**src/rtl/alu_muldiv_seq_pkg.sv**
```systemverilog
// Shared types for the multiply/divide sequencer: FSM states, ALU function codes
// and the bundle of ALU control lines.
package alu_muldiv_seq_pkg;

  localparam int W = 16;
  localparam logic [3:0] CNT_LAST = 4'd15;

  typedef enum logic [1:0] {
    ST_IDLE = 2'd0,
    ST_CHK  = 2'd1,
    ST_ITER = 2'd2,
    ST_DONE = 2'd3
  } state_e;

  // Function code layout: {saryt, p16_, S3, S2, S1, S0}
  typedef logic [5:0] alu_fn_t;

  localparam alu_fn_t FN_PASS = 6'b01_1111;
  localparam alu_fn_t FN_ADD  = 6'b11_1001;
  localparam alu_fn_t FN_SUB  = 6'b10_0110;

  typedef struct packed {
    logic saryt;
    logic p16_;
    logic sd_;
    logic sb_;
    logic sca_;
    logic scb_;
    logic saa_;
    logic sab_;
  } alu_ctl_t;

endpackage

```
**src/rtl/alu_muldiv_seq_fn_enc.sv**
```systemverilog
// Expands a 6-bit ALU function code into the eight control lines of the 4x181 slice.
// Both halves of the slice receive identical select lines.
module alu_fn_enc
  import alu_muldiv_seq_pkg::*;
(
  input  logic [5:0] fn_i,
  output logic [7:0] ctl_o
);

  alu_ctl_t ctl;

  always_comb begin
    ctl.saryt = fn_i[5];
    ctl.p16_  = fn_i[4];
    ctl.sd_   = ~fn_i[3];
    ctl.sca_  = ~fn_i[2];
    ctl.scb_  = ~fn_i[2];
    ctl.sb_   = ~fn_i[1];
    ctl.saa_  = ~fn_i[0];
    ctl.sab_  = ~fn_i[0];
  end

  assign ctl_o = ctl;

endmodule

```
**src/rtl/alu_muldiv_seq.sv**
```systemverilog
// 16-bit unsigned shift-add multiply / restoring divide sequencer that steers an
// external combinational ALU one step per clock.
module alu_muldiv_seq
  import alu_muldiv_seq_pkg::*;
#(
  parameter int DIV_EN = 1
) (
  input  logic          clk_sys,
  input  logic          rst,
  input  logic          start,
  input  logic          op,
  input  logic [W-1:0]  opa,
  input  logic [W-1:0]  opq,
  input  logic [W-1:0]  opb,
  output logic          busy,
  output logic          done,
  output logic          ovf,
  output logic [W-1:0]  res_hi,
  output logic [W-1:0]  res_lo,
  output logic [W-1:0]  alu_a,
  output logic [W-1:0]  alu_ac,
  input  logic [W-1:0]  alu_f,
  input  logic          alu_carry_,
  output logic          saryt,
  output logic          p16_,
  output logic          sd_,
  output logic          sb_,
  output logic          sca_,
  output logic          scb_,
  output logic          saa_,
  output logic          sab_
);

  localparam logic DIV_ON = (DIV_EN != 0);

  state_e         state_q, state_d;
  logic [W-1:0]   acc_q, acc_d;
  logic [W-1:0]   q_q, q_d;
  logic [W-1:0]   b_q, b_d;
  logic [3:0]     cnt_q, cnt_d;
  logic           ovf_q, ovf_d;
  logic           div_q, div_d;

  logic           carry;
  logic [W-1:0]   sh;
  logic           mul_c;
  logic           div_t;
  alu_fn_t        fn_code;
  logic [7:0]     ctl_bus;
  alu_ctl_t       ctl;

  assign carry = ~alu_carry_;
  // Divide step works on the partial remainder shifted left by one, pulling in Q's MSB.
  assign sh    = {acc_q[W-2:0], q_q[W-1]};
  assign mul_c = carry & q_q[0];
  assign div_t = acc_q[W-1] | carry;

  always_ff @(posedge clk_sys or posedge rst) begin
    if (rst) begin
      state_q <= ST_IDLE;
      acc_q   <= '0;
      q_q     <= '0;
      b_q     <= '0;
      cnt_q   <= '0;
      ovf_q   <= 1'b0;
      div_q   <= 1'b0;
    end else begin
      state_q <= state_d;
      acc_q   <= acc_d;
      q_q     <= q_d;
      b_q     <= b_d;
      cnt_q   <= cnt_d;
      ovf_q   <= ovf_d;
      div_q   <= div_d;
    end
  end

  always_comb begin
    state_d = state_q;
    case (state_q)
      ST_IDLE: begin
        if (start) begin
          if (!op)         state_d = ST_ITER;
          else if (DIV_ON) state_d = ST_CHK;
          else             state_d = ST_DONE;
        end
      end
      ST_CHK:  state_d = carry ? ST_DONE : ST_ITER;
      ST_ITER: state_d = (cnt_q == 4'd0) ? ST_DONE : ST_ITER;
      ST_DONE: state_d = ST_IDLE;
      default: state_d = ST_IDLE;
    endcase
  end

  always_comb begin
    acc_d = acc_q;
    q_d   = q_q;
    b_d   = b_q;
    cnt_d = cnt_q;
    ovf_d = ovf_q;
    div_d = div_q;
    case (state_q)
      ST_IDLE: begin
        if (start) begin
          b_d   = opb;
          div_d = op;
          cnt_d = CNT_LAST;
          if (op) begin
            acc_d = opa;
            q_d   = opq;
            ovf_d = ~DIV_ON;
          end else begin
            acc_d = '0;
            q_d   = opa;
            ovf_d = 1'b0;
          end
        end
      end
      ST_CHK: begin
        // Dividend high word >= divisor (including divisor 0): quotient cannot fit.
        if (carry) ovf_d = 1'b1;
        else       cnt_d = CNT_LAST;
      end
      ST_ITER: begin
        if (cnt_q != 4'd0) cnt_d = cnt_q - 4'd1;
        if (div_q && DIV_ON) begin
          acc_d = div_t ? alu_f : sh;
          q_d   = {q_q[W-2:0], div_t};
        end else begin
          acc_d = {mul_c, alu_f[W-1:1]};
          q_d   = {alu_f[0], q_q[W-1:1]};
        end
      end
      default: ;
    endcase
  end

  always_comb begin
    fn_code = FN_PASS;
    alu_a   = acc_q;
    busy    = 1'b0;
    done    = 1'b0;
    case (state_q)
      ST_CHK: begin
        fn_code = FN_SUB;
        busy    = 1'b1;
      end
      ST_ITER: begin
        busy = 1'b1;
        if (div_q && DIV_ON) begin
          fn_code = FN_SUB;
          alu_a   = sh;
        end else begin
          fn_code = q_q[0] ? FN_ADD : FN_PASS;
        end
      end
      ST_DONE: done = 1'b1;
      default: ;
    endcase
  end

  alu_fn_enc u_fn_enc (
    .fn_i  (fn_code),
    .ctl_o (ctl_bus)
  );

  assign ctl    = ctl_bus;
  assign saryt  = ctl.saryt;
  assign p16_   = ctl.p16_;
  assign sd_    = ctl.sd_;
  assign sb_    = ctl.sb_;
  assign sca_   = ctl.sca_;
  assign scb_   = ctl.scb_;
  assign saa_   = ctl.saa_;
  assign sab_   = ctl.sab_;

  assign alu_ac = b_q;
  assign res_hi = acc_q;
  assign res_lo = q_q;
  assign ovf    = ovf_q;

endmodule
```
**config.mk**
```make
export PLATFORM = sky130hd
export DESIGN_NAME = alu_muldiv_seq
export DESIGN_NICKNAME = d
export VERILOG_FILES = /design/src/rtl/alu_muldiv_seq_pkg.sv /design/src/rtl/alu_muldiv_seq_fn_enc.sv /design/src/rtl/alu_muldiv_seq.sv
export SDC_FILE = /design/constraint.sdc
export NUM_CORES = 1
export LEC_CHECK = 0
export ABC_AREA = 1
export CELL_PAD_IN_SITES_DETAIL_PLACEMENT = 1
export CELL_PAD_IN_SITES_GLOBAL_PLACEMENT = 2
export CORE_ASPECT_RATIO = 0.8
export CORE_MARGIN = 3
export CORE_UTILIZATION = 24
export CTS_CLUSTER_SIZE = 30
export DETAILED_ROUTE_END_ITERATION = 8
export PLACE_DENSITY = 0.86
export SYNTH_ARGS = -nofsm -noshare
export SYNTH_HDL_FRONTEND = slang
export SYNTH_SLANG_ARGS = --single-unit
export TNS_END_PERCENT = 20
```
**constraint.sdc**
```tcl
create_clock -name clk_sys -period 5.2 [get_ports clk_sys]
set_input_delay 1.04 -clock clk_sys [delete_from_list [all_inputs] [get_ports clk_sys]]
set_output_delay 1.04 -clock clk_sys [all_outputs]
set_load 0.02 [all_outputs]
```
## Word level (Yosys, flattened, before mapping)

Cells that the tools add are included.

- Flip-flop bits (word level): 56
- Input port bits: 69
- Word-level logic and storage cells: 61

- $add $sub $neg: 1
- Eq/ne operators: 7
- Muxes and demuxes: 28
- Bitwise gates (word level): 7
- Reduce and logical (&&, ||, !) cells: 11

Operators with widths:

| kind | count |
|---|---|
| 16-bit 2-to-1 mux | 9 |
| 16-bit case mux with 2 select lines | 2 |
| 4-bit 2-to-1 mux | 3 |
| 6-bit 2-to-1 mux | 2 |
| 4-bit case mux with 3 select lines | 1 |
| 6-bit case mux with 2 select lines | 1 |
| 2-bit inequality test, second input constant | 4 |
| 2-bit case mux with 4 select lines | 1 |
| 1-bit 2-to-1 mux | 6 |
| 1-bit inverter | 5 |
| 2-bit equality test, second input constant | 2 |
| 4-bit zero test | 1 |
| 2-bit 2-to-1 mux | 2 |
| 2-bit AND reduction | 2 |
| 4-bit AND reduction | 1 |
| 2-bit nonzero test | 2 |
| 4-bit nonzero test | 1 |
| 4-bit by 1-bit subtractor with 4-bit output, second input constant | 1 |
| 3-bit AND reduction | 1 |
| 3-bit nonzero test | 1 |
| 2-bit by 1-bit equality test with 1-bit output, second input constant | 1 |
| 2-bit zero test | 1 |
| 1-bit case mux with 2 select lines | 1 |
| 2-bit OR reduction | 1 |
| 2 further kinds | 2 |

## Logic depth before layout (Yosys ltp)

- Word-level depth: 5
- Gate-level depth with buffers: 9
- Depth with buffers taken out: 8

## By module

Synthesis repeated with hierarchy kept, for this count alone.

- Cells, all modules: 496
- Area, all modules: 3,582.2 um2

Modules (own cells, without submodules):

| module | times used | cells each | area an instance (um2) |
|---|---|---|---|
| alu_muldiv_seq | 1 | 488 | 3,537.1 |
| alu_fn_enc | 1 | 8 | 45.0 |

## Least setup slack after synthesis

Ideal clock, no wire load.

- Path kind: register to output
- Start: register state_q[0]
- End: output port sca_
- Data arrival time: 2.038 ns
- Required time: 4.160 ns
- Path slack: 2.122 ns
- Cell stages (with the launch flop): 9
- Cells stage by stage: dfrtp_1 inv_1 ha_1 buf_6 inv_2 buf_2 a21oi_1 nor3b_1 buf_4

- Longest elaborated chain between the ends: 3
- Elaborated cells between the ends (all ways): 4
- Those cells by class: eq/ne: 2; mux: 1; bitwise: 1

RTL lines:

| element | line | text |
|---|---|---|
| from (decl) | alu_muldiv_seq.sv:36 | `state_e state_q, state_d;` |
| from (signal assigned) | alu_muldiv_seq.sv:68 | `state_q <= state_d;` |
| 2-bit equality test or 2-bit by 1-bit equality test with 1-bit output (tied branches) | alu_muldiv_seq.sv:143 | `case (state_q)` |
| 6-bit case mux with 2 select lines * | alu_muldiv_seq.sv:143 |  |
| 1-bit inverter * | alu_muldiv_seq_fn_enc.sv:16 | `ctl.sca_ = ~fn_i[2];` |
| to (decl) | alu_muldiv_seq.sv:28 | `output logic sca_,` |

Every way passes the cells marked *; elsewhere a longest branch is shown, timed or not.

## Worst setup path after layout

- Start: register state_q[0]
- End: output port sb_

- Longest elaborated chain between the ends: 3
- Elaborated cells between the ends (all ways): 4
- Those cells by class: eq/ne: 2; mux: 1; bitwise: 1

RTL lines:

| element | line | text |
|---|---|---|
| 2-bit equality test or 2-bit by 1-bit equality test with 1-bit output (tied branches) | alu_muldiv_seq.sv:143 |  |
| 6-bit case mux with 2 select lines * | alu_muldiv_seq.sv:143 |  |
| 1-bit inverter * | alu_muldiv_seq_fn_enc.sv:18 | `ctl.sb_ = ~fn_i[1];` |
| to (decl) | alu_muldiv_seq.sv:27 | `output logic sb_,` |

Marks and branches as above.

==> results.md <==
* Overall power at 3.719 mW
* Synthesized cell area at 3562 sq um
* Top area cells in the synthesized netlist: dfrtp_1 (39%), nand2_1 (15%), o21ai_0 (9.6%), a21oi_1 (9.3%), inv_1 (5.7%)
* CTS tree: yes
* Post-synth top area share at between 30% and 40%
* Clk slew on worst S/H paths at 0.08 ns
* YS warnings at 0
* Final setup viols at 0
* Grt met1 use at 24.29%
* TritonCTS Buffers at 5
* DRT antenna net count at 0
* DR iter-0 viols at roughly 180
* Syn_area_per_cell at ~6.8 sq um
* Share of cells above drive strength 1 at approximately 3.6%
* Number of slew-limit violations in the final report at 0
* Register area share after synthesis at 39.34%
* Vias at 3949
* Core box area at 14400 sq um
* Critical Path End Type: output pin
* Diodes inserted at 0
* Sink Count at 56
* R2R setup slack at between 2 and 2.5 ns
* Arrival @ worst endpoint at 3.12 ns
* Via/cell ratio at 4.758
* Hold Buf Count CTS at 0
* Core Util, Final at 36.24%
* Starting Density at approximately a quarter
* Largest net degree at the start of global routing at 50
* Synth unique cells at 21
* Post-cts sizing count at 0
* Leak at 2.393 nW
* Max VDD drop at 221.6 uV
* Worst skew pair latency at 0.31 ns
* RSZ-0062 raised after global routing: false
* Syn-to-layout area delta at 46.43%
* Drt total wl at 13.98 mm
* Startpoint Class: flip-flop
* Hold Slack at around 0.48 ns
* Setup TNS at 0 ns
* H-tree levels at 2
* Met3 GRT Util at 2.412%
* Vias in the first global route at 4207
* Cell Pwr Density at around 710 nW/um^2
* MaxCap Viol Count at 0
* Post-route DRC violation count at 0
* Slew @ Worst Pin at approximately 1.1 ns
* Root buffer cell: clkbuf_16
* Worst Hold Class: reg -> reg
* Overall Global Routing Usage at 16.92%
* Post-layout min period at 4.161 ns
* Gr busiest metal: met2
* Clk buf depth at 2
* Io pins at 144
* CP Max Fanout at 34
* Hold Path Cell Cnt at 2
* Largest area contributor in the netlist: dfrtp_1
* First drt pass iteration count at 4
* Reg2reg end: res_hi[6]
* Critical Path Start: state_q[0]
* Rows at 39
* Status: complete, no violations
* Hold violation total from the final report at 0
* WS Path Type: reg -> out
* Nets at about 720
* Synth Net Count at 601
* Fillcell total at around 1800
* FF+latch count, synth at 56
* DIE AREA at 16350 sq um
* DP Wirelength at ~11 mm
* Worst slew margin at 28.75%
* WP data required at 4.16 ns
* Worst Clk Skew at 0.007590 ns
* Post-CTS Setup Inserts at 0
* Die width at 142.2 microns
* Global-route wire length before repair at 22.23 mm
* R2r worst-path depth at 9
* Worst r2r src: state_q[0]
* Post-synthesis cell count at 524
* Grt total ovfl at 0
* CP Capture Point: sb_
* I/O Buffers at 143
* Fmax at 240.3 MHz
* Routed len/inst at about 17 microns
* DIE HEIGHT at approximately 110 microns
* Met2 Usage GRT at between 20% and 30%
* Routability Congestion at 0.8217
* Initial antenna violation count at 0
* Post-route clock period utilization at around four fifths
-- placed cells by master (no fill, tap or decap), types with 3 or more instances in the layout --
| cell | n |
|---|---|
| ha_1 | 8 |
| o21ai_0 | 68 |
| dfrtp_1 | 56 |
| nor2_1 | 50 |
| inv_1 | 53 |
| nand2_1 | 139 |
| nand3_1 | 35 |
| buf_4 | 5 |
| a21oi_1 | 66 |
| clkbuf_16 | 5 |
| inv_2 | 3 |
| clkdlybuf4s50_1 | 143 |
-- sequential cells by signal, summed over array words and instances (netlist names) --
signal and flops:
alu_ac 16, ovf 1, res_lo 16, res_hi 16, div_q 1, state_q 2, cnt_q 4
-- cells in the mapped netlist --
| library cell | number |
|---|---|
| nand2_1 | 139 |
| o21ai_0 | 68 |
| a21oi_1 | 66 |
| dfrtp_1 | 56 |
| inv_1 | 54 |
| nor2_1 | 50 |
| nand3_1 | 35 |
| buf_2 | 18 |
| ha_1 | 8 |
| clkbuf_1 | 7 |
| buf_4 | 5 |
| buf_6 | 4 |
| inv_2 | 2 |
| nand2_2 | 2 |
| nand4_1 | 2 |
| nor2_4 | 2 |
| or2_2 | 2 |
| a31oi_1 | 1 |
| nor3b_1 | 1 |
| o21ai_4 | 1 |
| o22ai_1 | 1 |
-- critical path: stages (launching register included) --
cell and delay [ns]:
dfrtp_1 0.40, inv_1 0.11, ha_1 0.34, buf_4 0.26, inv_2 0.54, a21oi_1 0.10
nor3b_1 0.36, clkdlybuf4s50_1 0.68
-- worst min-delay path by stage --
stage                     from          to  slack, ns
finish              alu_ac[10]  alu_ac[10]       0.48
floorplan             cnt_q[0]    cnt_q[0]       0.52
global placement    alu_ac[10]  alu_ac[10]       0.47
global route         alu_ac[6]   alu_ac[6]       0.52
detailed placement  alu_ac[10]  alu_ac[10]       0.47
CTS                 alu_ac[10]  alu_ac[10]       0.49
-- layout make-up --
class | count | area [sq um] | share of cell area (%)
clock buffer | 5 | 125.1 | 2.399
inverter | 56 | 210.2 | 4.030
multi-input combinational | 378 | 1752 | 33.58
tap | 184 | 230.2 | 4.414
clock inverter | 3 | 28.78 | 0.5517
timing repair buffer | 148 | 1469 | 28.16
sequential | 56 | 1401 | 26.86
-- metal layers --
layer / vias up / routed length [microns]
met5: - / 0
met1: 1922 / 6686
met3: 13 / 630
met4: 0 / 232
li1: 1916 / -
met2: 98 / 6427
-- power breakdown --
part	switching (mW)	internal [mW]	total, mW
Clock	0.192	0.187	0.379
Sequential	0.236	0.660	0.896
Combinational	1.44	1.01	2.44
Total	1.87	1.85	3.72
-- per-stage QoR --
stage | std cells | cell area (sq um) | setup slack, ns
floorplan | 524 | 3562 | 2.122
global placement | 822 | 5062 | 1.515
detailed placement | 822 | 5062 | 1.306
CTS | 830 | 5216 | 0.9554
global route | 830 | 5216 | 0.7422
finish | 830 | 5216 | 1.039
-- kinds of logic after synthesis --
group,Yosys count,share of synthesized area [%]
compound gates,137,19.64
fa+ha+maj,8,2.810
buf+inv,90,11.49
flops,56,39.34
simple gates,233,26.73
No activity file was read; power rests on OpenSTA's default activity.
